`config.mk`:
```
export PLATFORM = sky130hd
export DESIGN_NAME = pixel_writer
export DESIGN_NICKNAME = d
export VERILOG_FILES = /design/src/rtl/pixel_writer_pkg.sv /design/src/rtl/pixel_writer_fifo.sv /design/src/rtl/pixel_writer.sv
export SDC_FILE = /design/constraint.sdc
export NUM_CORES = 1
export LEC_CHECK = 0
export CAP_MARGIN = 20
export CORE_ASPECT_RATIO = 0.7
export CORE_MARGIN = 4
export CORE_UTILIZATION = 40
export CTS_BUF_LIST = sky130_fd_sc_hd__clkbuf_4
export CTS_CLUSTER_SIZE = 14
export DETAILED_ROUTE_END_ITERATION = 7
export GPL_ROUTABILITY_DRIVEN = 1
export MAX_ROUTING_LAYER = met4
export SYNTH_ARGS = -nofsm -noshare
export SYNTH_HDL_FRONTEND = slang
export SYNTH_SLANG_ARGS = --single-unit
```
`constraint.sdc`:
```
create_clock -name clock -period 2.3 [get_ports clock]
set_input_delay 0.23 -clock clock [delete_from_list [all_inputs] [get_ports clock]]
set_output_delay 0.23 -clock clock [all_outputs]
set_load 0.05 [all_outputs]
```
`src/rtl/pixel_writer_pkg.sv`:
```
// Shared definitions for the pixel writer: FSM state encoding, pixel record
// layout {x, y, color, last} (MSB to LSB) and address-width derivation.
package pixel_writer_pkg;

  typedef enum logic [1:0] {
    ST_IDLE  = 2'd0,
    ST_CALC  = 2'd1,
    ST_WRITE = 2'd2
  } wr_state_t;

  // ceil(log2(n)), never less than 1 so a field is always at least one bit wide
  function automatic int clog2_min1(input int n);
    return (n < 2) ? 1 : $clog2(n);
  endfunction

  function automatic int addr_bits(input int w, input int h);
    return clog2_min1(w * h);
  endfunction

  function automatic int pixel_bits(input int x_bits, input int y_bits, input int color_bits);
    return x_bits + y_bits + color_bits + 1;
  endfunction

endpackage

```
`src/rtl/pixel_writer_fifo.sv`:
```
// Small synchronous FIFO buffering pixel records between renderer and write FSM.
// Push is ignored while full and pop while empty, so callers may request either freely.
module pixel_fifo
  import pixel_writer_pkg::*;
#(
  parameter int WIDTH = 8,
  parameter int DEPTH = 4
) (
  input  logic             clock,
  input  logic             resetn,
  input  logic             push,
  input  logic [WIDTH-1:0] push_data,
  input  logic             pop,
  output logic [WIDTH-1:0] pop_data,
  output logic             full,
  output logic             empty
);

  localparam int PTR_BITS = clog2_min1(DEPTH);
  localparam logic [PTR_BITS:0] FULL_COUNT = (PTR_BITS + 1)'(DEPTH);

  logic [WIDTH-1:0]  storage [DEPTH];
  logic [PTR_BITS-1:0] wr_ptr;
  logic [PTR_BITS-1:0] rd_ptr;
  logic [PTR_BITS:0]   count;
  logic do_push;
  logic do_pop;

  assign full     = (count == FULL_COUNT);
  assign empty    = (count == '0);
  assign do_push  = push && !full;
  assign do_pop   = pop && !empty;
  assign pop_data = storage[rd_ptr];

  always_ff @(posedge clock) begin
    if (do_push) begin
      storage[wr_ptr] <= push_data;
    end
  end

  // Pointers wrap naturally because DEPTH is a power of two
  always_ff @(posedge clock) begin
    if (!resetn) begin
      wr_ptr <= '0;
      rd_ptr <= '0;
      count  <= '0;
    end else begin
      if (do_push) begin
        wr_ptr <= wr_ptr + 1'b1;
      end
      if (do_pop) begin
        rd_ptr <= rd_ptr + 1'b1;
      end
      case ({do_push, do_pop})
        2'b10:   count <= count + 1'b1;
        2'b01:   count <= count - 1'b1;
        default: count <= count;
      endcase
    end
  end

endmodule

```
`src/rtl/pixel_writer.sv`:
```
// Buffers renderer pixels and writes them to a framebuffer at y*SCREEN_W + x.
// Optional PIXEL_CLIP_EN drops off-screen pixels and counts them in drop_count.
module pixel_writer
  import pixel_writer_pkg::*;
#(
  parameter int  SCREEN_W   = 160,
  parameter int  SCREEN_H   = 120,
  parameter int  FIFO_DEPTH = 4,
  parameter int  COLOR_BITS = 3,
  localparam int X_BITS     = clog2_min1(SCREEN_W),
  localparam int Y_BITS     = clog2_min1(SCREEN_H),
  localparam int ADDR_BITS  = addr_bits(SCREEN_W, SCREEN_H)
) (
  input  logic                  clock,
  input  logic                  resetn,
  input  logic                  in_valid,
  output logic                  in_ready,
  input  logic [X_BITS-1:0]     in_x,
  input  logic [Y_BITS-1:0]     in_y,
  input  logic [COLOR_BITS-1:0] in_color,
  input  logic                  in_last,
  output logic [ADDR_BITS-1:0]  mem_addr,
  output logic [COLOR_BITS-1:0] mem_data,
  output logic                  mem_we,
  input  logic                  mem_busy,
  output logic                  shape_done,
  output logic [15:0]           drop_count
);

  localparam int PIX_BITS = pixel_bits(X_BITS, Y_BITS, COLOR_BITS);

  typedef struct packed {
    logic [X_BITS-1:0]     x;
    logic [Y_BITS-1:0]     y;
    logic [COLOR_BITS-1:0] color;
    logic                  last;
  } pixel_t;

  wr_state_t state;
  pixel_t    hold;
  pixel_t    fifo_head;
  logic      fifo_full;
  logic      fifo_empty;
  logic      fifo_pop;
  logic      clip_drop;
  logic      we_last;
  logic      drop_pulse;
  logic [PIX_BITS-1:0] fifo_rdata;

  assign in_ready  = !fifo_full;
  assign fifo_head = pixel_t'(fifo_rdata);

  pixel_fifo #(
    .WIDTH (PIX_BITS),
    .DEPTH (FIFO_DEPTH)
  ) u_fifo (
    .clock     (clock),
    .resetn    (resetn),
    .push      (in_valid && in_ready),
    .push_data ({in_x, in_y, in_color, in_last}),
    .pop       (fifo_pop),
    .pop_data  (fifo_rdata),
    .full      (fifo_full),
    .empty     (fifo_empty)
  );

`ifdef PIXEL_CLIP_EN
  assign clip_drop = (state == ST_CALC) &&
                     ((32'(hold.x) >= SCREEN_W) || (32'(hold.y) >= SCREEN_H));
`else
  assign clip_drop = 1'b0;
  assign drop_count = 16'd0;
`endif

  // The head is popped whenever the FSM moves a new pixel into the holding register
  assign fifo_pop = !fifo_empty &&
                    ((state == ST_IDLE) || clip_drop ||
                     ((state == ST_WRITE) && !mem_busy));

  always_ff @(posedge clock) begin
    if (!resetn) begin
      state      <= ST_IDLE;
      hold       <= '0;
      mem_addr   <= '0;
      mem_data   <= '0;
      mem_we     <= 1'b0;
      we_last    <= 1'b0;
      drop_pulse <= 1'b0;
      shape_done <= 1'b0;
`ifdef PIXEL_CLIP_EN
      drop_count <= 16'd0;
`endif
    end else begin
      mem_we     <= 1'b0;
      drop_pulse <= 1'b0;
      shape_done <= (mem_we && we_last) || drop_pulse;
      case (state)
        ST_IDLE: begin
          if (!fifo_empty) begin
            hold  <= fifo_head;
            state <= ST_CALC;
          end
        end
        ST_CALC: begin
          if (clip_drop) begin
`ifdef PIXEL_CLIP_EN
            if (drop_count != 16'hFFFF) begin
              drop_count <= drop_count + 16'd1;
            end
`endif
            drop_pulse <= hold.last;
            if (!fifo_empty) begin
              hold  <= fifo_head;
              state <= ST_CALC;
            end else begin
              state <= ST_IDLE;
            end
          end else begin
            mem_addr <= ADDR_BITS'(hold.y) * ADDR_BITS'(SCREEN_W) + ADDR_BITS'(hold.x);
            mem_data <= hold.color;
            we_last  <= hold.last;
            state    <= ST_WRITE;
          end
        end
        ST_WRITE: begin
          // Address and data stay registered while the framebuffer stalls
          if (!mem_busy) begin
            mem_we <= 1'b1;
            if (!fifo_empty) begin
              hold  <= fifo_head;
              state <= ST_CALC;
            end else begin
              state <= ST_IDLE;
            end
          end
        end
        default: state <= ST_IDLE;
      endcase
    end
  end

endmodule

```
==> results of run 1 <==
-- cell usage after synthesis, drive strengths merged --
| library cell | instances |
|---|---|
| o21a | 1 |
| fa | 3 |
| clkbuf | 12 |
| a31oi | 1 |
| nand3 | 2 |
| buf | 20 |
| or4b | 1 |
| edfxtp | 76 |
| a211oi | 5 |
| a311oi | 1 |
| nor4 | 2 |
| a21oi | 40 |
| ha | 18 |
| xor2 | 6 |
| nand2b | 2 |
| xnor2 | 5 |
| nor3b | 1 |
| nand3b | 1 |
| o311ai | 1 |
| nand2 | 66 |
| o21ba | 2 |
| nor2 | 18 |
| inv | 13 |
| nor4b | 1 |
| and2 | 1 |
| o22ai | 1 |
| and3 | 5 |
| a21o | 1 |
| mux4 | 19 |
| o2111ai | 1 |
| conb | 1 |
| nor3 | 1 |
| or3 | 1 |
| o31ai | 1 |
| nor2b | 3 |
| o21ai | 11 |
| dfxtp | 51 |
-- state kept, by name, summed over array words and instances, names as in the netlist, 2 cells and up, named ones only --
register	count
mem_addr	15
mem_data	3
state	2
u_fifo.storage	76
u_fifo.rd_ptr	2
hold	19
u_fifo.wr_ptr	2
u_fifo.count	3
-- final timing paths --
path,startpoint,to,slack (ns),cells after the start
worst max register to register,hold[5]$_SDFFE_PN0P_,mem_addr[13]$_SDFFE_PN0N_,0.07,8
worst max-delay path,hold[5]$_SDFFE_PN0P_,mem_addr[13]$_SDFFE_PN0N_,0.07,8
worst min-delay path,in_color[1],u_fifo.storage[2][2]$_DFFE_PP_,0.36,1
worst min register to register,hold[0]$_SDFFE_PN0P_,we_last$_SDFFE_PN0N_,0.46,2
-- per-stage QoR --
step / cells / instance area, µm² / worst slack (ns) / setup TNS [ns]
floorplan: 410 / 5273 / 0.02774 / 0
global placement: 601 / 5884 / -0.02065 / -0.02065
detailed placement: 601 / 5884 / -0.02595 / -0.04233
CTS: 633 / 6150 / 0.01721 / 0
global route: 636 / 6252 / -0.06942 / -0.09356
finish: 636 / 6252 / 0.06970 / 0
-- power by group --
group | total [mW] | switching (mW) | internal (mW) | leakage (nW)
clock network | 1.40 | 0.835 | 0.565 | 0.143
logic | 2.89 | 1.65 | 1.24 | 0.925
registers | 3.08 | 0.241 | 2.84 | 1.12
total | 7.37 | 2.73 | 4.64 | 2.18
-- layer usage --
layer  wire (µm)  part of all wire (%)  vias up
li1            -                     -     1527
met1        4735                    48     1455
met2        4583                    46       80
met3         553                   5.6        6
met4          71                  0.71        0
met5           0                     0        -
-- area by class of cell --
cell class	count	area, µm²
fill	1102	6340
sequential	127	3308
multi-input combinational	238	1824
timing repair buffer	64	613.1
tap	162	202.7
clock buffer	19	142.6
clock inverter	13	112.6
inverter	13	48.80
-- kinds of logic after synthesis --
| kind of cell | Yosys count | synth area share, % |
|---|---|---|
| muxes | 19 | 8.223 |
| adders and majority gates | 21 | 5.482 |
| other | 1 | 0.07206 |
| AOI/OAI and AO/OA | 66 | 7.430 |
| xor gates and xnor gates | 11 | 1.996 |
| DFF | 127 | 63.48 |
| and+or+nand+nor | 105 | 8.800 |
| buffers and inverters | 45 | 4.520 |
-- repair_timing --
item                                    CTS  global route
pin swaps                                 1             9
hold endpoints to repair                  0             0
endpoints found under the setup margin    3             5
resized for setup                         3            14
buffers inserted                          0             3
==> impl_metrics.csv, run 1 <==
group,metric,value,unit
run_status,status,"completed",
routing,drc,0,
clock_network,cts_buffer_depth,2,
power_and_ir_drop,power,7.369,mW
sta,max_freq,448.4,MHz
routing,vias,3068,
sta,finalCritPeriodShare,96.97,%
power_and_ir_drop,p_leak,2.183,nW
floorplan,die_w,144.3,µm
floorplan,core_area,0.01259,mm²
sta,final.min_clock_period,2.230,ns
synthesis,yosys_warnings,0,
layout,area_growth_syn_to_layout,20.15,%
sta,whs,0.3552,ns
worst_setup_path,path_buf_inv,0,
worst_hold_path,hold_path.class,"in -> reg",
routing,ant_nets,0,
power_and_ir_drop,vdd_drop_max,0.0004778,V
run,cap_violations,0,
place,dp_hpwl,6337,µm
clock_network,hold_buffers,0,
clock_network,clk_pin_slew,0.12,ns
sta,setup_viol,0,
layout,layout-drive-gt1-share,19.41,%
worst_setup_path,cpLargestDelayFamily,"adder cells",
clock_network,cts.sinks,127,
worst_setup_path,slowest_delay,0.42,ns
clock_network,worstSkewPairLatency,0.50,ns
sta,grt_setup_unrepaired,"true",
synthesis,syn_avg_cell_area,13.17,µm²
clock_network,clockRootBuffer,"clkbuf_4",
global_route,globalRouteOverflowTotal,0,
global_route,top_usage_layer,"met2",
global_route,grt_max_degree,33,
floorplan,rows,34,
place,port_buffers,43,
worst_setup_path,critPathMaxFanout,3,
routing,drt_pass1_iterations,4,
sta,slew_headroom,60.16,%
worst_setup_path,worst_path_most_repeated_cell,"ha_4",
synthesis,yosys_register_bits,127,
clock_network,cts_buffers,17,
synthesis,ys_types,45,
global_route,grtUsageMet1,20.23,%
synthesis,synth_top_area_cell,"edfxtp_1",
worst_setup_path,path_cells,"ha_4 -> ha_4 -> fa_2 -> xor2_2 -> o2111ai_2 -> nor4_2 -> xnor2_1 -> a21oi_1",
worst_setup_path,cp-end-kind,"register",
worst_setup_path,cp.arrival,2.61,ns
routing,first_iter_violations,139,
global_route,grt_use_total,15.01,%
sta,hold_viol,0,
sta,final.setup_skew,0.02031,ns
synthesis,netlist_area,0.005204,mm²
global_route,grt_pass1_vias,3114,
floorplan,die_h,103.4,µm
place,place_congestion,0.8180,
routing,wl,9944,µm
worst_setup_path,cp_slowest_cell,"fa_2",
layout,fin_util,49.65,%
clock_network,cts_tree,"built",
sta,worst_slew_pin_slew,0.5977,ns
synthesis,synth-seq-area-share,63.48,%
worst_setup_path,cp-start-kind,"register",
global_route,antenna_found_initial,0,
synthesis,syn_inst,395,
sta,drv_slew,0,
synthesis,synth_top_area_share,43.86,%
global_route,grt_util_met2,22.27,%
layout,layout_common_cells,"edfxtp_1, nand2_1, dfxtp_1, clkdlybuf4s50_1, a21oi_1",
floorplan,dieArea,0.01493,mm²
layout,final_common_cell,"edfxtp_1",
synthesis,synth_top_cells_by_area,"edfxtp_1, dfxtp_1, mux4_2",
global_route,grt_pass1_wl,16160,µm
layout,nets,505,
worst_setup_path,path_class,"reg -> reg",
power_and_ir_drop,p_per_area,1179,mW/mm²
clock_network,ctsHtreeMaxLevel,4,
worst_setup_path,crit_required,2.68,ns
floorplan,start_util,41.33,%
routing,viasPerCell,4.824,
layout,antenna-diode-count,0,
routing,wl_per_cell,15.64,µm
global_route,grt_util_met3,4.596,%
floorplan,ios,60,
Power figures use the tool's default switching activity.
==> inputs of run 2 (changes only) <==
Settings changed: CORE_MARGIN 4 to 2, CTS_CLUSTER_SIZE 14 to 12.
==> impl_metrics.csv, run 2 (synthesized netlist as in run 1, its figures left out) <==
group,metric,value,unit
sta,finalCritPeriodShare,96.69,%
floorplan,dieArea,0.01395,mm²
worst_setup_path,cp-start-kind,"register",
worst_setup_path,worstSetupEndpoint,"mem_addr[14]$_SDFFE_PN0N_",
sta,final.setup_skew,0.01806,ns
global_route,grt_use_total,15.28,%
worst_setup_path,worstRegToRegCells,8,
power_and_ir_drop,p_leak,2.193,nW
sta,worst_slew_pin_slew,0.7542,ns
clock_network,cts_buffer_depth,2,
clock_network,clockRootBuffer,"clkbuf_4",
global_route,antenna_found_initial,0,
clock_network,cts.sinks,127,
layout,final_common_cell,"edfxtp_1",
sta,tns,0,ns
routing,drc,0,
worst_setup_path,cp-end-kind,"register",
floorplan,die_h,99.43,µm
floorplan,rows,34,
layout,largest_reg_flops,76,
place,dp_hpwl,6159,µm
place,place_congestion,0.7866,
clock_network,hold_buffers,0,
clock_network,clk_pin_slew,0.11,ns
routing,drt_pass1_iterations,6,
clock_network,ctsHtreeMaxLevel,4,
worst_setup_path,critPathMaxFanout,4,
layout,nets,503,
routing,wl_per_cell,15.44,µm
layout,area_growth_syn_to_layout,20.10,%
run_status,status,"completed",
worst_setup_path,timing.rr.end,"mem_addr[14]$_SDFFE_PN0N_",
floorplan,die_w,140.3,µm
global_route,grt_pass1_vias,3013,
clock_network,cts_tree,"built",
layout,largest-register,"u_fifo.storage",
layout,reg_top3,"u_fifo.storage x76, hold x19, mem_addr x15",
routing,wl,9789,µm
clock_network,cts_buffers,17,
sta,max_freq,449.7,MHz
run,cap_violations,0,
clock_network,worstSkewPairLatency,0.51,ns
global_route,grt_max_degree,34,
floorplan,start_util,41.47,%
worst_setup_path,crit_required,2.74,ns
floorplan,ios,60,
layout,fin_util,49.80,%
worst_setup_path,path_class,"reg -> reg",
clock_network,cts_setup_buffers,0,
routing,first_iter_violations,167,
worst_setup_path,cp.arrival,2.66,ns
power_and_ir_drop,vdd_drop_max,0.0005732,V
sta,slew_headroom,49.72,%
routing,vias,3093,
worst_setup_path,cp-startpoint,"hold[7]$_SDFFE_PN0P_",
global_route,grt_pass1_wl,15660,µm
routing,viasPerCell,4.879,
global_route,globalRouteOverflowTotal,0,
sta,hold_viol,0,
layout,layout-drive-gt1-share,18.86,%
worst_setup_path,reg2reg_slack,0.08,ns
sta,final.min_clock_period,2.224,ns
worst_hold_path,hold_path.class,"in -> reg",
floorplan,core_area,0.01255,mm²
sta,setup_viol,0,
power_and_ir_drop,p_per_area,1194,mW/mm²
worst_hold_path,hold_path.startpoint,"mem_busy",
place,port_buffers,43,
worst_setup_path,worst_r2r_startpoint,"hold[7]$_SDFFE_PN0P_",
layout,layout_common_cells,"edfxtp_1, nand2_1, dfxtp_1, clkdlybuf4s50_1, a21oi_1",
routing,ant_nets,0,
sta,drv_slew,0,
layout,antenna-diode-count,0,
[run 2: repair_timing]
| item | CTS | global route |
|---|---|---|
| gates resized for setup | 2 | 13 |
| setup endpoints to repair | 3 | 6 |
| pin swaps | 0 | 6 |
[run 2: worst min-delay path by stage]
stage / end / cells after the start
floorplan: mem_we$_SDFF_PN0_ / 1
global placement: mem_addr[10]$_SDFFE_PN0N_ / 2
detailed placement: mem_addr[1]$_SDFFE_PN0N_ / 2
CTS: mem_we$_SDFF_PN0_ / 2
global route: mem_we$_SDFF_PN0_ / 2
finish: mem_we$_SDFF_PN0_ / 2
[run 2: final cells by class]
class                           count  area [µm²]
Clock buffer                       18       135.1
Sequential cell                   127        3304
Tap cell                          162       202.7
Clock inverter                     14       155.1
Inverter                           13       48.80
Multi-Input combinational cell    238        1815
Fill cell                        1100        6300
Timing Repair Buffer               62       588.1
[run 2: metal layers]
metal  track usage (%)  up-vias  wire (µm)
met5                 -        -          0
met3             4.526        7        514
met4             4.196        0         67
li1                  -     1523          -
met1             20.11     1473       4736
met2             23.30       90       4469
[run 2: critical path, cell delays in order, from the launching register on]
cell and delay (ns):
dfxtp_1 0.35, buf_4 0.14, ha_1 0.32, ha_4 0.33, o21ai_2 0.09, or4b_1 0.49
o311ai_2 0.13, nand3_1 0.12, a31oi_1 0.17
[run 2: metrics by stage]
| step | cell area, µm² | hold WS [ns] | total power, mW | std cells | setup WS (ns) |
|---|---|---|---|---|---|
| 6_report | 6250 | 0.3353 | 7.464 | 634 | 0.07609 |
| 3_5_place_dp | 5879 | 0.4463 | 5.853 | 602 | -0.05040 |
| 4_1_cts | 6177 | 0.2782 | 7.437 | 634 | 0.01235 |
| 2_1_floorplan | 5273 | 0.3093 | 5.051 | 410 | 0.02774 |
| 5_1_grt | 6250 | 0.2823 | 8.001 | 634 | -0.02053 |
| 3_3_place_gp | 5879 | 0.4422 | 5.823 | 602 | -0.01643 |
[run 2: report_power, final]
part / internal [mW] / switching [mW]
logic: 1.19 / 1.68
registers: 2.84 / 0.209
clock network: 0.679 / 0.867
total: 4.70 / 2.76
==> inputs of run 3 (changes only) <==
Settings changed: SLEW_MARGIN set to 5.
==> results of run 3 <==
No change in the layout: final DEF, timing and power equal those of run 2.
